**src/rtl/bpredict_upd_ctrl.sv**
```systemverilog
// bpredict_upd_ctrl: queues branch resolutions and drains them into the predictor update port, with an invalidate sweep on request.
`ifndef SIZE_ADDR
`define SIZE_ADDR 16
`endif
module bpredict_upd_ctrl #(
  parameter int INDEX_BITS = 4,
  parameter int FIFO_LOG2  = 2
) (
  input  logic                  iw_clk,
  input  logic                  iw_rst,
  input  logic                  iw_res_valid,
  output logic                  ow_res_ready,
  input  logic [`SIZE_ADDR-1:0] iw_res_pc,
  input  logic                  iw_res_taken,
  input  logic [`SIZE_ADDR-1:0] iw_res_target,
  input  logic                  iw_hold,
  input  logic                  iw_flush_req,
  output logic                  ow_flush_busy,
  output logic                  ow_flush_done,
  output logic                  ow_update,
  output logic [`SIZE_ADDR-1:0] ow_update_pc,
  output logic                  ow_actual_taken,
  output logic [`SIZE_ADDR-1:0] ow_actual_target,
  output logic [FIFO_LOG2:0]    ow_fifo_count
);
  localparam int AW = `SIZE_ADDR;
  localparam int DEPTH = 2**FIFO_LOG2;
  localparam int ENTRY_NUM = 2**INDEX_BITS;
  typedef enum logic {IDLE, SWEEP} state_t;
  state_t r_state, w_state_next;
  logic [AW-1:0] r_pc_q [DEPTH];
  logic [AW-1:0] r_tgt_q [DEPTH];
  logic [DEPTH-1:0] r_tk_q;
  logic [FIFO_LOG2-1:0] r_wr, r_rd;
  logic [FIFO_LOG2:0] r_count;
  logic [INDEX_BITS-1:0] r_idx;
  logic r_update, r_taken, r_busy, r_done;
  logic [AW-1:0] r_upc, r_tgt;
  logic w_flush, w_push, w_pop, w_last;
  // full exactly when the occupancy MSB is set, since count never exceeds DEPTH
  assign ow_res_ready = (r_state == IDLE) && !r_busy && !r_count[FIFO_LOG2] && !iw_flush_req;
  assign w_flush = (r_state == IDLE) && !r_busy && iw_flush_req;
  assign w_push = iw_res_valid && ow_res_ready;
  assign w_pop = (r_state == IDLE) && !w_flush && !iw_hold && (r_count != '0);
  assign w_last = r_idx == INDEX_BITS'(ENTRY_NUM - 1);
  always_comb begin
    w_state_next = w_flush ? SWEEP : ((r_state == SWEEP) && w_last) ? IDLE : r_state;
  end
  always_ff @(posedge iw_clk) begin
    if (w_push) begin
      r_pc_q[r_wr] <= iw_res_pc;
      r_tgt_q[r_wr] <= iw_res_target;
      r_tk_q[r_wr] <= iw_res_taken;
    end
  end
  always_ff @(posedge iw_clk) begin
    if (iw_rst) begin
      r_state <= IDLE;
      r_wr <= '0;
      r_rd <= '0;
      r_count <= '0;
      r_idx <= '0;
      r_update <= 1'b0;
      r_upc <= '0;
      r_taken <= 1'b0;
      r_tgt <= '0;
      r_busy <= 1'b0;
      r_done <= 1'b0;
    end else begin
      r_state <= w_state_next;
      r_done <= 1'b0;
      if (w_flush) begin
        r_wr <= '0;
        r_rd <= '0;
        r_count <= '0;
      end else begin
        r_wr <= r_wr + FIFO_LOG2'(w_push);
        r_rd <= r_rd + FIFO_LOG2'(w_pop);
        r_count <= r_count + (FIFO_LOG2+1)'(w_push) - (FIFO_LOG2+1)'(w_pop);
      end
      if (w_flush) begin
        r_update <= 1'b1;
        r_upc <= '0;
        r_taken <= 1'b0;
        r_tgt <= '0;
        r_busy <= 1'b1;
        r_idx <= INDEX_BITS'(1);
      end else if (r_state == SWEEP) begin
        r_update <= 1'b1;
        r_upc <= AW'(r_idx);
        r_taken <= 1'b0;
        r_tgt <= '0;
        r_idx <= r_idx + 1'b1;
        r_done <= w_last;
      end else begin
        r_busy <= 1'b0;
        r_update <= w_pop;
        if (w_pop) begin
          r_upc <= r_pc_q[r_rd];
          r_taken <= r_tk_q[r_rd];
          r_tgt <= r_tgt_q[r_rd];
        end
      end
    end
  end
  assign ow_update = r_update;
  assign ow_update_pc = r_upc;
  assign ow_actual_taken = r_taken;
  assign ow_actual_target = r_tgt;
  assign ow_flush_busy = r_busy;
  assign ow_flush_done = r_done;
  assign ow_fifo_count = r_count;
endmodule

```
**config.mk**
```make
export PLATFORM = sky130hd
export DESIGN_NAME = bpredict_upd_ctrl
export DESIGN_NICKNAME = d
export VERILOG_FILES = /design/src/rtl/bpredict_upd_ctrl.sv
export SDC_FILE = /design/constraint.sdc
export NUM_CORES = 1
export LEC_CHECK = 0
export ABC_AREA = 1
export BUFFER_PORTS_ARGS = -buffer_cell sky130_fd_sc_hd__buf_2
export CAP_MARGIN = 20
export CORE_AREA = 3 3 140 156
export DETAILED_ROUTE_END_ITERATION = 8
export DIE_AREA = 0 0 143 159
export PLACE_DENSITY = 0.49
export SLEW_MARGIN = 15
export SYNTH_ARGS = -nofsm -noshare
export SYNTH_HDL_FRONTEND = slang
export SYNTH_SLANG_ARGS = --single-unit
```
**constraint.sdc**
```tcl
create_clock -name iw_clk -period 4.9 [get_ports iw_clk]
set_input_delay 0.245 -clock iw_clk [delete_from_list [all_inputs] [get_ports iw_clk]]
set_output_delay 0.245 -clock iw_clk [all_outputs]
set_load 0.005 [all_outputs]
```
# Word-level counts from Yosys, hierarchy flattened
# Memory sizes are Yosys's and may differ from the RTL's. A register that Yosys moved wholly into a read port is not among the register bits.
# Index checks and enable logic that the tools add are counted.
[totals]
output_inout_bits = 40
ram_bits = 128
ff_bits = 36
mem_count = 2
in_bits = 38
[memory_table]
columns = ["memory", "words", "width", "rd", "rd_ports_with_merged_regs", "write_ports", "line_no", "rtl"]
rows = [
  ["r_pc_q", 4, 16, 1, 1, 1, "31", "logic [AW-1:0] r_pc_q [DEPTH];"],
  ["r_tgt_q", 4, 16, 1, 1, 1, "32", "logic [AW-1:0] r_tgt_q [DEPTH];"],
]
[op_classes]
order_cmp = 3
n_reduce_logical = 22
eq_ne = 2
mux = 18
bitwise_logic = 1
addsub = 5
[ops]
columns = ["cell", "n"]
rows = [
  ["two-way mux 1 bit", 12],
  ["logical AND 1 bit", 10],
  ["two-way mux 4 bit", 2],
  ["< comparator 2 x 3 -> 1 bit, second input constant", 2],
  ["nonzero test 2 bit", 3],
  ["OR reduction 3 bit", 2],
  ["logical NOT 1 bit", 5],
  ["adder 2 x 1 -> 2 bit", 2],
  ["adder 4 x 1 -> 4 bit, second input constant", 1],
  ["bitwise mux 4 bit", 1],
  ["equality test 4 bit, second input constant", 1],
  ["adder 3 x 1 -> 3 bit", 1],
  ["nonzero test 3 bit", 1],
  ["subtractor 3 x 1 -> 3 bit", 1],
  ["binary-select mux 1 bit (select 2 bit)", 1],
  ["demux 1 bit (select 2 bit)", 1],
  [">= comparator 2 x 1 -> 1 bit, second input constant", 1],
  ["two-way mux 2 bit", 1],
  ["!= test 2 x 1 -> 1 bit, second input constant", 1],
  ["OR reduction 2 bit", 1],
  ["NOT 1 bit", 1],
]

# Logic depth before layout (Yosys ltp)
# Gate-level depths: netlist (run 1).
[depth]
word_depth = 9
depth_mapped = 11
mapped_depth_nobuf = 10

# Worst setup path before layout (run 1)
# OpenSTA, ideal clock, no wires.
[synth_path]
kind = "register to register"
startpoint = "reg r_state"
endpoint = "mem r_pc_q[0][0] in the netlist's numbering (enable)"
path_buffers = 1
stages_incl_launch_ff = 5
arrival_ns = 3.221
setup_slack_ns = 1.215
period_less_slack_ns = 3.685
required_ns = 4.435
path_cell_list = "dfxtp_1 clkbuf_8 nor4_4 nand2_1 nor3_1"
[synth_between]
elab_chain_cells = 7
[synth_lines]
columns = ["item", "line_no", "rtl"]
rows = [
  ["start, declared", "30", "state_t r_state, w_state_next;"],
  ["start signal, assigned", "70", "r_state <= w_state_next;"],
  ["NOT 1 bit", "41", "assign ow_res_ready = (r_state == IDLE) && !r_busy && !r_count[FIFO_LOG2] && !iw_flush_req;"],
  ["logical AND 1 bit (3 in series)", "41", ""],
  ["net ow_res_ready", "12", "output logic ow_res_ready,"],
  ["logical AND 1 bit", "43", "assign w_push = iw_res_valid && ow_res_ready;"],
  ["two-way mux 1 bit", "50", "if (w_push) begin"],
  ["two-way mux 1 bit (not written as such)", "51", "r_pc_q[r_wr] <= iw_res_pc;"],
  ["end, declared", "31", ""],
]
# The timed path passes the listed nets, and every way through them passes these cells.

# Worst setup path in the final report (run 1)
[layout_path]
startpoint = "reg r_state"
endpoint = "reg r_count[2] (netlist: ow_fifo_count[2])"
[layout_between]
elab_chain_cells = 8
elab_cells_between_ends = 13
classes_between = "add/sub: 2; bitwise: 1; reduce/logical: 10"
[layout_lines]
columns = ["item", "line_no", "rtl"]
rows = [
  ["NOT 1 bit *", "41, 42, 44", ""],
  ["parallel branches: the longest is 7 deep, another holds adder 3 x 1 -> 3 bit", "-", ""],
  ["end signal, assigned", "79", "r_count <= r_count + (FIFO_LOG2+1)'(w_push) - (FIFO_LOG2+1)'(w_pop);"],
  ["end, declared", "35", "logic [FIFO_LOG2:0] r_count;"],
]
# Every way passes the cells marked *.
# A chain may end at the register's enable or synchronous reset.

==> flow_metrics.env, run 1 <==
export IMPL_outcome="complete, no violations"
export IMPL_timing_rr_end="ow_fifo_count[2]$_SDFF_PP0_"
export IMPL_post_route_min_period_ns=2.87
export IMPL_worst_setup_path_end_kind="flip-flop"
export IMPL_synth_fp_nets=688
export IMPL_core_sq_um=20400
export IMPL_route_detailed_drc=0
export IMPL_clk_slew_on_worst_s_h_paths_ns=0.07
export IMPL_crit_arrival_ns=3.24
export IMPL_timing_max_cap_violations=0
export IMPL_post_synthesis_cell_area_sq_um=7120
export IMPL_multi_input_comb_area_sq_um=1840
export IMPL_setup_tns_final_ns=0
export IMPL_wl_um=15600
export IMPL_cts_htree_levels=4
export IMPL_worstReg2RegStart="r_state$_SDFFE_PP0P_"
export IMPL_max_freq_mhz=348
export IMPL_synthesized_area_per_cell_sq_um=11.1
export IMPL_antennaDiodeCount=0
export IMPL_p_leak_nw=3.17
export IMPL_start_util=0.348
export IMPL_dr_total_vias=4609
export IMPL_pin_count=78
export IMPL_initialDrtViolationCount=243
export IMPL_avgViaCountPerCell=4.68
export IMPL_port_buffers=77
export IMPL_power_total_mw=3.34
export IMPL_proportion_of_layout_cells_with_a_drive_suffix_above_1=0.203
export IMPL_slew_headroom=0.323
export IMPL_ir_drop_mv=0.239
export IMPL_layout_commonest_cell="sky130_fd_sc_hd__edfxtp_1"
export IMPL_hold_path_endpoint="r_tgt_q[0][2]$_DFFE_PP_"
export IMPL_floorplan_die_width_um=143
export IMPL_asyncSetResetFlopFracSynth=0
export IMPL_grt_overflow_total=0
export IMPL_post_synth_num_cell_types=30
export IMPL_track_usage=0.142
export IMPL_post_synth_inst_count=644
export IMPL_reg2reg_setup_slack_ns=2.03
export IMPL_worst_skew_pair_late_latency_ns=0.42
export IMPL_placementRows=55
export IMPL_grt_max_degree=69
export IMPL_critical_path_startpoint="r_state$_SDFFE_PP0P_"
export IMPL_wl_met3_um=615
export IMPL_worst_setup_path_start_kind="flip-flop"
export IMPL_critical_path_required_ns=5.27
export IMPL_launch_point_of_the_worst_hold_path="iw_res_target[2]"
export IMPL_num_nets_final=759
export IMPL_route_layer_met1_wl_um=6530
export IMPL_clockBufferDepth=2
export IMPL_number_of_fill_cells=1956
export IMPL_p_per_area_nw_per_um2=402
export IMPL_reg2regPathDepth=10
export IMPL_number_of_buffers_created_by_cts=17
export IMPL_clock_skew_final_ns=0.00706
export IMPL_post_route_period_util=0.587
export IMPL_floorplan_die_area_sq_um=22700
export IMPL_yosys_register_bits=180
export IMPL_gpl_congestion=0.745
export IMPL_routed_wire_length_per_instance_um=15.9
export IMPL_timing_final_hold_violations=0
export IMPL_ctsRootBufferMaster="sky130_fd_sc_hd__clkbuf_16"
export IMPL_drt_pass1_iter_count=4
export IMPL_ys_seq_area_frac=0.692
export IMPL_antenna_found_initial=1
export IMPL_die_height_um=159
export IMPL_tritoncts="done"
export IMPL_primary_flip_flop_cell_chosen_by_synthesis_mapping="sky130_fd_sc_hd__edfxtp_1"
export IMPL_worst_slew_pin_transition_ns=1.01
export IMPL_setup_violations=0
export IMPL_numClockSinks=180
export IMPL_rsz0062_at_grt="false"
export IMPL_first_pass_grt_wire_length_um=24700
export IMPL_highest_count_cells_in_the_layout_ignoring_fill_and_taps="sky130_fd_sc_hd__edfxtp_1 (132), sky130_fd_sc_hd__nand2_1 (128), sky130_fd_sc_hd__nor2_1 (127), sky130_fd_sc_hd__buf_2 (77), sky130_fd_sc_hd__dfxtp_1 (46)"
export IMPL_crit_type="flip-flop to flip-flop"
export IMPL_detailedPlacementHpwl_um=8670
export IMPL_routed_met2_length_um=8230
export IMPL_report_final_slew_viol_count=0
export IMPL_cp_max_fo=35
export IMPL_fin_util=0.406
export IMPL_ys_warn_count=0
export IMPL_seq_area_sq_um=4930
export IMPL_flow_area_growth_from_synthesis_pct=16.6
export IMPL_hold_depth=1
export IMPL_grt_pass1_vias=4596
export IMPL_synth_edf_count=132
export IMPL_antenna_left=0
export IMPL_maxUsedRoutingLayer="met5"
export IMPL_post_cts_buffers=0
export IMPL_worstHoldPathType="input port to flip-flop"
-- worst max path at each step --
stage | end | slack (ns) | cells past startpoint
floorplan | r_pc_q[0][0]$_DFFE_PP_ | 1.21 | 4
global placement | ow_fifo_count[1]$_SDFF_PP0_ | 2.10 | 10
detailed placement | ow_fifo_count[2]$_SDFF_PP0_ | 1.94 | 10
CTS | ow_fifo_count[2]$_SDFF_PP0_ | 1.92 | 10
global route | ow_update_pc[5]$_SDFFE_PP0P_ | 1.75 | 6
finish | ow_fifo_count[2]$_SDFF_PP0_ | 2.03 | 10
-- routing by layer --
metal | up-vias | GRT usage
met4 | 2 | 0.0467
met5 | - | 0
met1 | 2230 | 0.170
met3 | 14 | 0.0339
met2 | 69 | 0.248
li1 | 2294 | -
-- cell usage after synthesis (2+ instances only) --
cell / n / area [sq um]
sky130_fd_sc_hd__nor3_1: 6 / 30.0
sky130_fd_sc_hd__edfxtp_1: 132 / 3960
sky130_fd_sc_hd__xnor2_1: 3 / 26.3
sky130_fd_sc_hd__buf_2: 15 / 75.1
sky130_fd_sc_hd__a21oi_2: 17 / 149
sky130_fd_sc_hd__ha_1: 5 / 62.6
sky130_fd_sc_hd__dfxtp_1: 48 / 961
sky130_fd_sc_hd__clkbuf_1: 3 / 11.3
sky130_fd_sc_hd__nor2_1: 127 / 477
sky130_fd_sc_hd__inv_2: 2 / 7.51
sky130_fd_sc_hd__clkbuf_2: 3 / 15.0
sky130_fd_sc_hd__inv_1: 37 / 139
sky130_fd_sc_hd__o21ai_0: 30 / 150
sky130_fd_sc_hd__nand2_1: 128 / 480
sky130_fd_sc_hd__nand3_1: 21 / 105
sky130_fd_sc_hd__a21oi_1: 15 / 75.1
sky130_fd_sc_hd__o21ai_1: 29 / 145
sky130_fd_sc_hd__nand2_2: 3 / 18.8
sky130_fd_sc_hd__buf_6: 9 / 101
-- repair_timing --
item,in CTS,in global routing
endpoints found under the setup margin,0,0
hold buffers,1,0
endpoints found under the hold margin,1,0
gates resized for setup,0,0
-- area by class of cell --
| type | count | share of cell area |
|---|---|---|
| Multi-Input combinational cell | 393 | 0.222 |
| Timing Repair Buffer | 84 | 0.0531 |
| Sequential cell | 180 | 0.594 |
| Clock inverter | 15 | 0.0235 |
| Tap cell | 256 | 0.0386 |
| Inverter | 39 | 0.0178 |
| Clock buffer | 17 | 0.0513 |
-- critical path: stages, from the launching register on --
cell and delay, ns:
sky130_fd_sc_hd__dfxtp_1 0.61, sky130_fd_sc_hd__nor2_2 0.11, sky130_fd_sc_hd__nand2_4 0.10, sky130_fd_sc_hd__nand2_2 0.06, sky130_fd_sc_hd__nor2_4 0.76, sky130_fd_sc_hd__ha_1 0.27, sky130_fd_sc_hd__inv_1 0.04, sky130_fd_sc_hd__ha_1 0.18
sky130_fd_sc_hd__fa_1 0.38, sky130_fd_sc_hd__a21oi_1 0.17, sky130_fd_sc_hd__o21a_1 0.14
-- flip-flops by register name, summed over array words and instances (netlist names), 2 cells and up --
| register | flops |
|---|---|
| r_pc_q | 64 |
| r_tgt_q | 64 |
| ow_actual_target | 16 |
| ow_update_pc | 16 |
| r_idx | 4 |
| r_tk_q | 4 |
| ow_fifo_count | 3 |
| r_rd | 2 |
| r_wr | 2 |
-- through the flow --
step / hold WS [ns] / cell area [sq um] / std cells / setup slack, ns
3_5_place_dp: 0.443 / 7670 / 951 / 1.94
5_1_grt: 0.0204 / 8300 / 984 / 1.75
3_3_place_gp: 0.439 / 7670 / 951 / 2.10
6_report: 0.0270 / 8300 / 984 / 2.03
2_1_floorplan: 0.322 / 7120 / 644 / 1.21
4_1_cts: 0.0102 / 8300 / 984 / 1.92
-- logic make-up after synthesis --
| group | synth area share |
|---|---|
| buffers and inverters | 0.0520 |
| flip-flops | 0.692 |
| AO/OA/AOI/OAI | 0.0740 |
| adder cells (fa/ha/maj) | 0.0116 |
| XOR/XNOR | 0.00492 |
| AND/OR/NAND/NOR | 0.165 |
-- where the power goes --
part	internal, mW	switching (mW)
registers	1.67	0.0200
logic	0.0703	0.155
clock network	0.820	0.601
total	2.56	0.776
No activity file was read; power rests on OpenSTA's default activity.
==> run 2: changes to the inputs <==
ABC_AREA = 0   (was 1)
CORE_AREA = 3 3 138 154   (was 3 3 140 156)
DIE_AREA = 0 0 141 157   (was 0 0 143 159)
clock period = 2.8 ns   (was 4.9 ns; I/O delays follow)
==> run 2 against run 1 <==
Clock skew increased by 0.0041 ns. Count of clock-buffer cells in the layout grew 3. Synthesized area decreased by 2.9%. Hold slack better by 0.19 ns. Global-route usage rose by 0.31 points. Clock power grew 57%. Non-clock buffer count grew 45. Critical path type unchanged. Largest cell class unchanged.
==> flow_metrics.env, run 2 <==
export IMPL_grt_overflow_total=0
export IMPL_post_synth_main_area_contributors="sky130_fd_sc_hd__edfxtp_1 (57%), sky130_fd_sc_hd__dfxtp_1 (14%), sky130_fd_sc_hd__mux4_2 (11%)"
export IMPL_post_synth_num_cell_types=37
export IMPL_hold_path_endpoint="ow_update_pc[0]$_SDFFE_PP0P_"
export IMPL_ctsRootBufferMaster="sky130_fd_sc_hd__clkbuf_16"
export IMPL_timing_critical_path_max_delay_family="adder cells"
export IMPL_synth_fp_nets=451
export IMPL_pin_count=78
export IMPL_synth_edf_count=132
export IMPL_detailedPlacementHpwl_um=9350
export IMPL_clock_skew_final_ns=0.0111
export IMPL_worst_setup_path_end_kind="flip-flop"
export IMPL_report_final_slew_viol_count=0
export IMPL_numPlacedInstances=719
export IMPL_clk_slew_on_worst_s_h_paths_ns=0.07
export IMPL_num_nets_final=564
export IMPL_worst_setup_path_start_kind="flip-flop"
export IMPL_p_leak_nw=2.88
export IMPL_core_sq_um=19800
export IMPL_track_usage=0.145
export IMPL_placementRows=54
export IMPL_reg2reg_setup_slack_ns=0.64
export IMPL_outcome="complete, no violations"
export IMPL_start_util=0.349
export IMPL_post_cts_resized_instances=0
export IMPL_launch_point_of_the_worst_hold_path="iw_hold"
export IMPL_pre_cts_ws_ns=0.656
export IMPL_worst_slew_pin_transition_ns=0.545
export IMPL_route_detailed_drc=0
export IMPL_tritoncts="done"
export IMPL_port_buffers=77
export IMPL_post_route_period_util=0.773
export IMPL_yosys_register_bits=180
export IMPL_synthesized_area_per_cell_sq_um=17.0
export IMPL_asyncSetResetFlopFracSynth=0
export IMPL_floorplan_die_area_sq_um=22100
export IMPL_number_of_buffers_created_by_cts=17
export IMPL_stdcell_count=785
export IMPL_fin_util=0.429
export IMPL_numClockSinks=180
export IMPL_cts_htree_levels=4
export IMPL_post_cts_buffers=0
export IMPL_crit_arrival_ns=2.46
export IMPL_setup_tns_final_ns=0
export IMPL_layout_top_registers="r_pc_q: 64 flops, r_tgt_q: 64 flops"
export IMPL_worstHoldPathType="input port to flip-flop"
export IMPL_primary_flip_flop_cell_chosen_by_synthesis_mapping="sky130_fd_sc_hd__edfxtp_1"
export IMPL_gpl_congestion=0.706
export IMPL_crit_type="flip-flop to flip-flop"
export IMPL_worst_skew_pair_late_latency_ns=0.42
export IMPL_critical_path_required_ns=3.10
export IMPL_reg2regPathDepth=9
export IMPL_die_height_um=157
export IMPL_synth_largest_type_area_fraction=0.574
export IMPL_initialDrtViolationCount=279
export IMPL_worstReg2RegStart="ow_flush_busy$_SDFFE_PP0P_"
export IMPL_timing_critical_path_buf_inv=1
export IMPL_finalWorstSetupSlack_ns=0.637
export IMPL_p_per_area_nw_per_um2=657
export IMPL_layout_commonest_cell="sky130_fd_sc_hd__edfxtp_1"
export IMPL_setup_violations=0
export IMPL_highest_count_cells_in_the_layout_ignoring_fill_and_taps="sky130_fd_sc_hd__edfxtp_1 (132), sky130_fd_sc_hd__buf_2 (77), sky130_fd_sc_hd__dfxtp_1 (47), sky130_fd_sc_hd__nand4_1 (35), sky130_fd_sc_hd__dlygate4sd3_1 (34)"
export IMPL_ir_drop_mv=0.399
export IMPL_synth_largest_area_cell="sky130_fd_sc_hd__edfxtp_1"
export IMPL_antenna_found_initial=0
export IMPL_flow_area_growth_from_synthesis_pct=23.1
export IMPL_timing_max_cap_violations=0
export IMPL_hold_depth=3
export IMPL_max_freq_mhz=462
export IMPL_proportion_of_layout_cells_with_a_drive_suffix_above_1=0.319
export IMPL_clockBufferDepth=2
export IMPL_timing_critical_path_slowest_stage_cell="sky130_fd_sc_hd__fa_1"
export IMPL_wl_um=15400
export IMPL_slew_headroom=0.637
export IMPL_post_synthesis_cell_area_sq_um=6910
export IMPL_ys_warn_count=0
export IMPL_floorplan_die_width_um=141
export IMPL_drt_pass1_iter_count=5
export IMPL_first_pass_grt_wire_length_um=24000
export IMPL_rsz0062_at_grt="false"
export IMPL_crit_path_max_incr_delay_ns=0.38
export IMPL_antenna_left=0
export IMPL_grt_pass1_vias=4215
export IMPL_antennaDiodeCount=0
export IMPL_ys_seq_area_frac=0.713
export IMPL_cp_max_fo=6
export IMPL_timing_final_hold_violations=0
export IMPL_post_synth_inst_count=407
export IMPL_dr_total_vias=4002
export IMPL_routed_wire_length_per_instance_um=19.6
export IMPL_timing_rr_end="ow_fifo_count[2]$_SDFF_PP0_"
export IMPL_avgViaCountPerCell=5.10
export IMPL_post_synth_most_frequent_cells="sky130_fd_sc_hd__edfxtp_1 (132), sky130_fd_sc_hd__dfxtp_1 (48), sky130_fd_sc_hd__nand4_1 (35), sky130_fd_sc_hd__mux4_2 (33), sky130_fd_sc_hd__a21oi_1 (30)"
export IMPL_grt_max_degree=37
export IMPL_post_route_min_period_ns=2.16
export IMPL_post_synth_top_count_cell="sky130_fd_sc_hd__edfxtp_1"
export IMPL_cp_cell_instances="nor4_2, nand2_1, ha_1, inv_1, ha_1, fa_1, xnor2_1, xnor2_1, nor2_1"
## run 2: cell families after synthesis
logic type / Yosys count / share of synthesized area
adder cells (fa/ha/maj): 6 / 0.0120
AO/OA/AOI/OAI: 70 / 0.0650
buffers and inverters: 41 / 0.0326
flip-flops: 180 / 0.713
XOR/XNOR: 6 / 0.00761
multiplexers: 34 / 0.109
AND/OR/NAND/NOR: 70 / 0.0610
## run 2: timing repair
item,CTS,global route
endpoints found under the setup margin,0,0
hold endpoints to repair,136,0
hold buffers,34,0
## run 2: worst max path at each step
stage,startpoint,endpoint,slack (ns),depth (start not counted)
after floorplan,r_state$_SDFFE_PP0P_,r_pc_q[1][0]$_DFFE_PP_,0.05,4
after global routing,ow_flush_busy$_SDFFE_PP0P_,ow_fifo_count[2]$_SDFF_PP0_,0.53,9
after detailed placement,ow_flush_busy$_SDFFE_PP0P_,ow_fifo_count[2]$_SDFF_PP0_,0.66,9
after CTS,ow_flush_busy$_SDFFE_PP0P_,ow_fifo_count[2]$_SDFF_PP0_,0.63,9
after global placement,ow_flush_busy$_SDFFE_PP0P_,ow_fifo_count[2]$_SDFF_PP0_,0.67,9
final,ow_flush_busy$_SDFFE_PP0P_,ow_fifo_count[2]$_SDFF_PP0_,0.64,9
## run 2: layout make-up
type / count / area (sq um)
Tap cell: 252 / 315
Timing Repair Buffer: 129 / 886
Multi-Input combinational cell: 186 / 1800
Sequential cell: 180 / 4930
Clock buffer: 20 / 447
Inverter: 6 / 22.5
Fill cell: 1784 / 11300
Clock inverter: 12 / 106
## run 2: metrics by stage
step	power [mW]	area (sq um)	hold WS, ns
2_1_floorplan	3.22	6920	0.209
3_3_place_gp	3.37	7610	0.354
3_5_place_dp	3.38	7610	0.354
4_1_cts	5.66	8500	0.201
5_1_grt	5.81	8500	0.239
6_report	5.58	8500	0.215
## run 2: tightest hold or removal path, delay by kind of cell
kind	cells	cell delay, ns
compound gates	2	0.31
buf+inv	1	0.15
## run 2: per-layer routing
layer,GRT usage,vias up,part of all wire
li1,-,1878,-
met1,0.179,2050,0.44
met2,0.252,64,0.52
met3,0.0328,10,0.030
met4,0.0489,0,0.0094
met5,0,-,0
## run 2: where the power goes
part	total, mW	leakage [nW]	internal [mW]	switching [mW]
combinational	0.415	1.02	0.154	0.261
sequential	2.94	1.58	2.91	0.0276
clock	2.23	0.279	1.25	0.980
==> run 3: changes to the inputs <==
PLACE_DENSITY = 0.51   (was 0.49)
clock period = 1.9 ns   (was 2.8 ns; I/O delays follow)
==> run 3 against run 2 <==
The run now ends with negative setup slack left. Global-route usage rose by 0.13 points. Total power rose by 54%. Fmax rose by 3.8%. Register-to-register slack worse by 0.82 ns. Sequential cell count stayed put. Wire length is 9.0% higher. Clock power up 57%. Hold slack better by 0.043 ns. Die area unchanged.
==> flow_metrics.env, run 3 (synthesis gave the netlist of run 2 again) <==
export IMPL_worst_path_most_repeated_cell="sky130_fd_sc_hd__ha_4"
export IMPL_numClockSinks=180
export IMPL_floorplan_die_area_sq_um=22100
export IMPL_grt_overflow_total=0
export IMPL_timing_max_cap_violations=0
export IMPL_setup_violations=134
export IMPL_critical_path_required_ns=2.19
export IMPL_grt_pass1_vias=4348
export IMPL_worst_setup_path_start_kind="flip-flop"
export IMPL_antenna_left=0
export IMPL_post_route_min_period_ns=2.08
export IMPL_hold_depth=4
export IMPL_hold_path_endpoint="ow_update_pc[0]$_SDFFE_PP0P_"
export IMPL_clk_slew_on_worst_s_h_paths_ns=0.07
export IMPL_worst_slew_pin_transition_ns=0.456
export IMPL_crit_type="flip-flop to flip-flop"
export IMPL_gpl_congestion=0.711
export IMPL_worstHoldPathType="input port to flip-flop"
export IMPL_antenna_found_initial=0
export IMPL_p_per_area_nw_per_um2=936
export IMPL_stdcell_count=816
export IMPL_layout_top_registers="r_pc_q: 64 flops, r_tgt_q: 64 flops"
export IMPL_timing_final_hold_violations=0
export IMPL_number_of_buffers_created_by_cts=17
export IMPL_ir_drop_mv=0.693
export IMPL_die_height_um=157
export IMPL_worst_skew_pair_late_latency_ns=0.41
export IMPL_dr_total_vias=4201
export IMPL_highest_count_cells_in_the_layout_ignoring_fill_and_taps="sky130_fd_sc_hd__edfxtp_1 (132), sky130_fd_sc_hd__buf_2 (77), sky130_fd_sc_hd__dfxtp_1 (44), sky130_fd_sc_hd__nand4_1 (35), sky130_fd_sc_hd__dlygate4sd3_1 (34)"
export IMPL_crit_path_max_incr_delay_ns=0.36
export IMPL_cp_max_fo=4
export IMPL_detailedPlacementHpwl_um=9610
export IMPL_track_usage=0.146
export IMPL_flow_area_growth_from_synthesis_pct=32.6
export IMPL_power_total_mw=8.58
export IMPL_launch_point_of_the_worst_hold_path="iw_hold"
export IMPL_outcome="finished, violations left"
export IMPL_port_buffers=77
export IMPL_start_util=0.349
export IMPL_num_nets_final=595
export IMPL_cp_cell_instances="nor4_4, nand2_2, ha_4, inv_2, ha_4, fa_2, xnor2_2, xnor2_1, nor2_1"
export IMPL_placedInstanceArea_sq_um=7820
export IMPL_finalWorstSetupSlack_ns=-0.185
export IMPL_reg2reg_setup_slack_ns=-0.18
export IMPL_antennaDiodeCount=0
export IMPL_proportion_of_layout_cells_with_a_drive_suffix_above_1=0.369
export IMPL_numPlacedInstances=732
export IMPL_design_area_sq_um=9160
export IMPL_worst_setup_path_end_kind="flip-flop"
export IMPL_avgViaCountPerCell=5.15
export IMPL_route_detailed_drc=0
export IMPL_floorplan_die_width_um=141
export IMPL_cts_htree_levels=4
export IMPL_timing_critical_path_slowest_stage_cell="sky130_fd_sc_hd__fa_2"
export IMPL_clockBufferDepth=2
export IMPL_whs_ns=0.258
export IMPL_reg2regPathDepth=9
export IMPL_core_sq_um=19800
export IMPL_routed_wire_length_per_instance_um=20.5
export IMPL_initialDrtViolationCount=314
export IMPL_wl_um=16800
export IMPL_grt_max_degree=37
export IMPL_pin_count=78
export IMPL_placementRows=54
export IMPL_failed_checks="negative setup slack"
export IMPL_first_pass_grt_wire_length_um=24600
export IMPL_number_of_fill_cells=1748
export IMPL_slew_headroom=0.696
export IMPL_max_freq_mhz=480
export IMPL_crit_arrival_ns=2.38
export IMPL_drt_pass1_iter_count=5
export IMPL_ctsRootBufferMaster="sky130_fd_sc_hd__clkbuf_16"
export IMPL_fin_util=0.463
export IMPL_tritoncts="done"
export IMPL_rsz0062_at_grt="true"
export IMPL_timing_rr_end="ow_fifo_count[2]$_SDFF_PP0_"
export IMPL_report_final_slew_viol_count=0
export IMPL_layout_commonest_cell="sky130_fd_sc_hd__edfxtp_1"
export IMPL_post_route_period_util=1.10
export IMPL_worstReg2RegStart="r_state$_SDFFE_PP0P_"
export IMPL_p_leak_nw=3.14
export IMPL_clock_skew_final_ns=0.00778
-- run 3: changes by cell type in the layout (fill, tap and decap cells not counted), moves of 3 or more --
| cell | delta |
|---|---|
| sky130_fd_sc_hd__buf_8 | +6 |
| sky130_fd_sc_hd__dfxtp_2 | +3 |
| sky130_fd_sc_hd__clkinvlp_4 | +3 |
| sky130_fd_sc_hd__buf_6 | +4 |
| sky130_fd_sc_hd__clkinv_2 | -3 |
| sky130_fd_sc_hd__clkinv_4 | -4 |
| sky130_fd_sc_hd__buf_12 | +10 |
| sky130_fd_sc_hd__dfxtp_1 | -3 |
| sky130_fd_sc_hd__buf_4 | +3 |
| sky130_fd_sc_hd__clkbuf_16 | +8 |
-- run 3: final cells by class --
class	count	area, sq um	area share
clock buffers	19	433	0.0473
clock inverters	13	156	0.0171
inverters	6	22.5	0.00246
multi-input cells	186	1860	0.203
flip-flops and latches	180	4930	0.538
well taps	252	315	0.0344
repair buffers	160	1440	0.158
-- run 3: what timing repair did --
action,CTS,global route
pin swaps,6,7
hold buffers,34,0
hold endpoints to repair,136,0
endpoints found under the setup margin,2,134
setup buffers,2,4
gates cloned,0,12
gates resized for setup,10,16
-- run 3: stage by stage --
| stage | worst slack (ns) | TNS (ns) |
|---|---|---|
| after floorplan | -0.294 | -26.36 |
| after global placement | -0.153 | -0.153 |
| after detailed placement | -0.231 | -0.295 |
| after CTS | -0.176 | -5.05 |
| after global routing | -0.251 | -20.66 |
| final | -0.185 | -12.00 |
-- run 3: layer usage --
layer,vias to the layer above,GRT usage,part of all wire
li1,1936,-,-
met3,14,0.0277,0.029
met4,0,0.0480,0.014
met2,78,0.251,0.51
met1,2173,0.188,0.44
met5,-,0,0
-- run 3: critical path: cells and delay by family, from the launching register on --
| family | cells | cell delay (ns) |
|---|---|---|
| flops | 1 | 0.35 |
| xor+xnor | 2 | 0.31 |
| fa+ha+maj | 3 | 0.79 |
| buf+inv | 1 | 0.04 |
| simple gates | 3 | 0.48 |
-- run 3: worst max-delay path by stage --
stage | from | end | slack, ns | depth (start not counted)
6_report | r_state$_SDFFE_PP0P_ | ow_fifo_count[2]$_SDFF_PP0_ | -0.18 | 9
5_1_grt | r_state$_SDFFE_PP0P_ | ow_fifo_count[2]$_SDFF_PP0_ | -0.25 | 9
4_1_cts | ow_flush_busy$_SDFFE_PP0P_ | ow_fifo_count[2]$_SDFF_PP0_ | -0.18 | 9
3_5_place_dp | ow_flush_busy$_SDFFE_PP0P_ | ow_fifo_count[2]$_SDFF_PP0_ | -0.23 | 9
3_3_place_gp | ow_flush_busy$_SDFFE_PP0P_ | ow_fifo_count[2]$_SDFF_PP0_ | -0.15 | 9
2_1_floorplan | r_state$_SDFFE_PP0P_ | r_pc_q[1][0]$_DFFE_PP_ | -0.29 | 4
-- run 3: power by group --
| group | total (mW) | leakage [nW] | switching, mW | internal [mW] |
|---|---|---|---|---|
| logic | 0.755 | 1.28 | 0.436 | 0.319 |
| registers | 4.32 | 1.58 | 0.0365 | 4.29 |
| clock network | 3.50 | 0.275 | 1.43 | 2.07 |
| total | 8.58 | 3.14 | 1.90 | 6.68 |
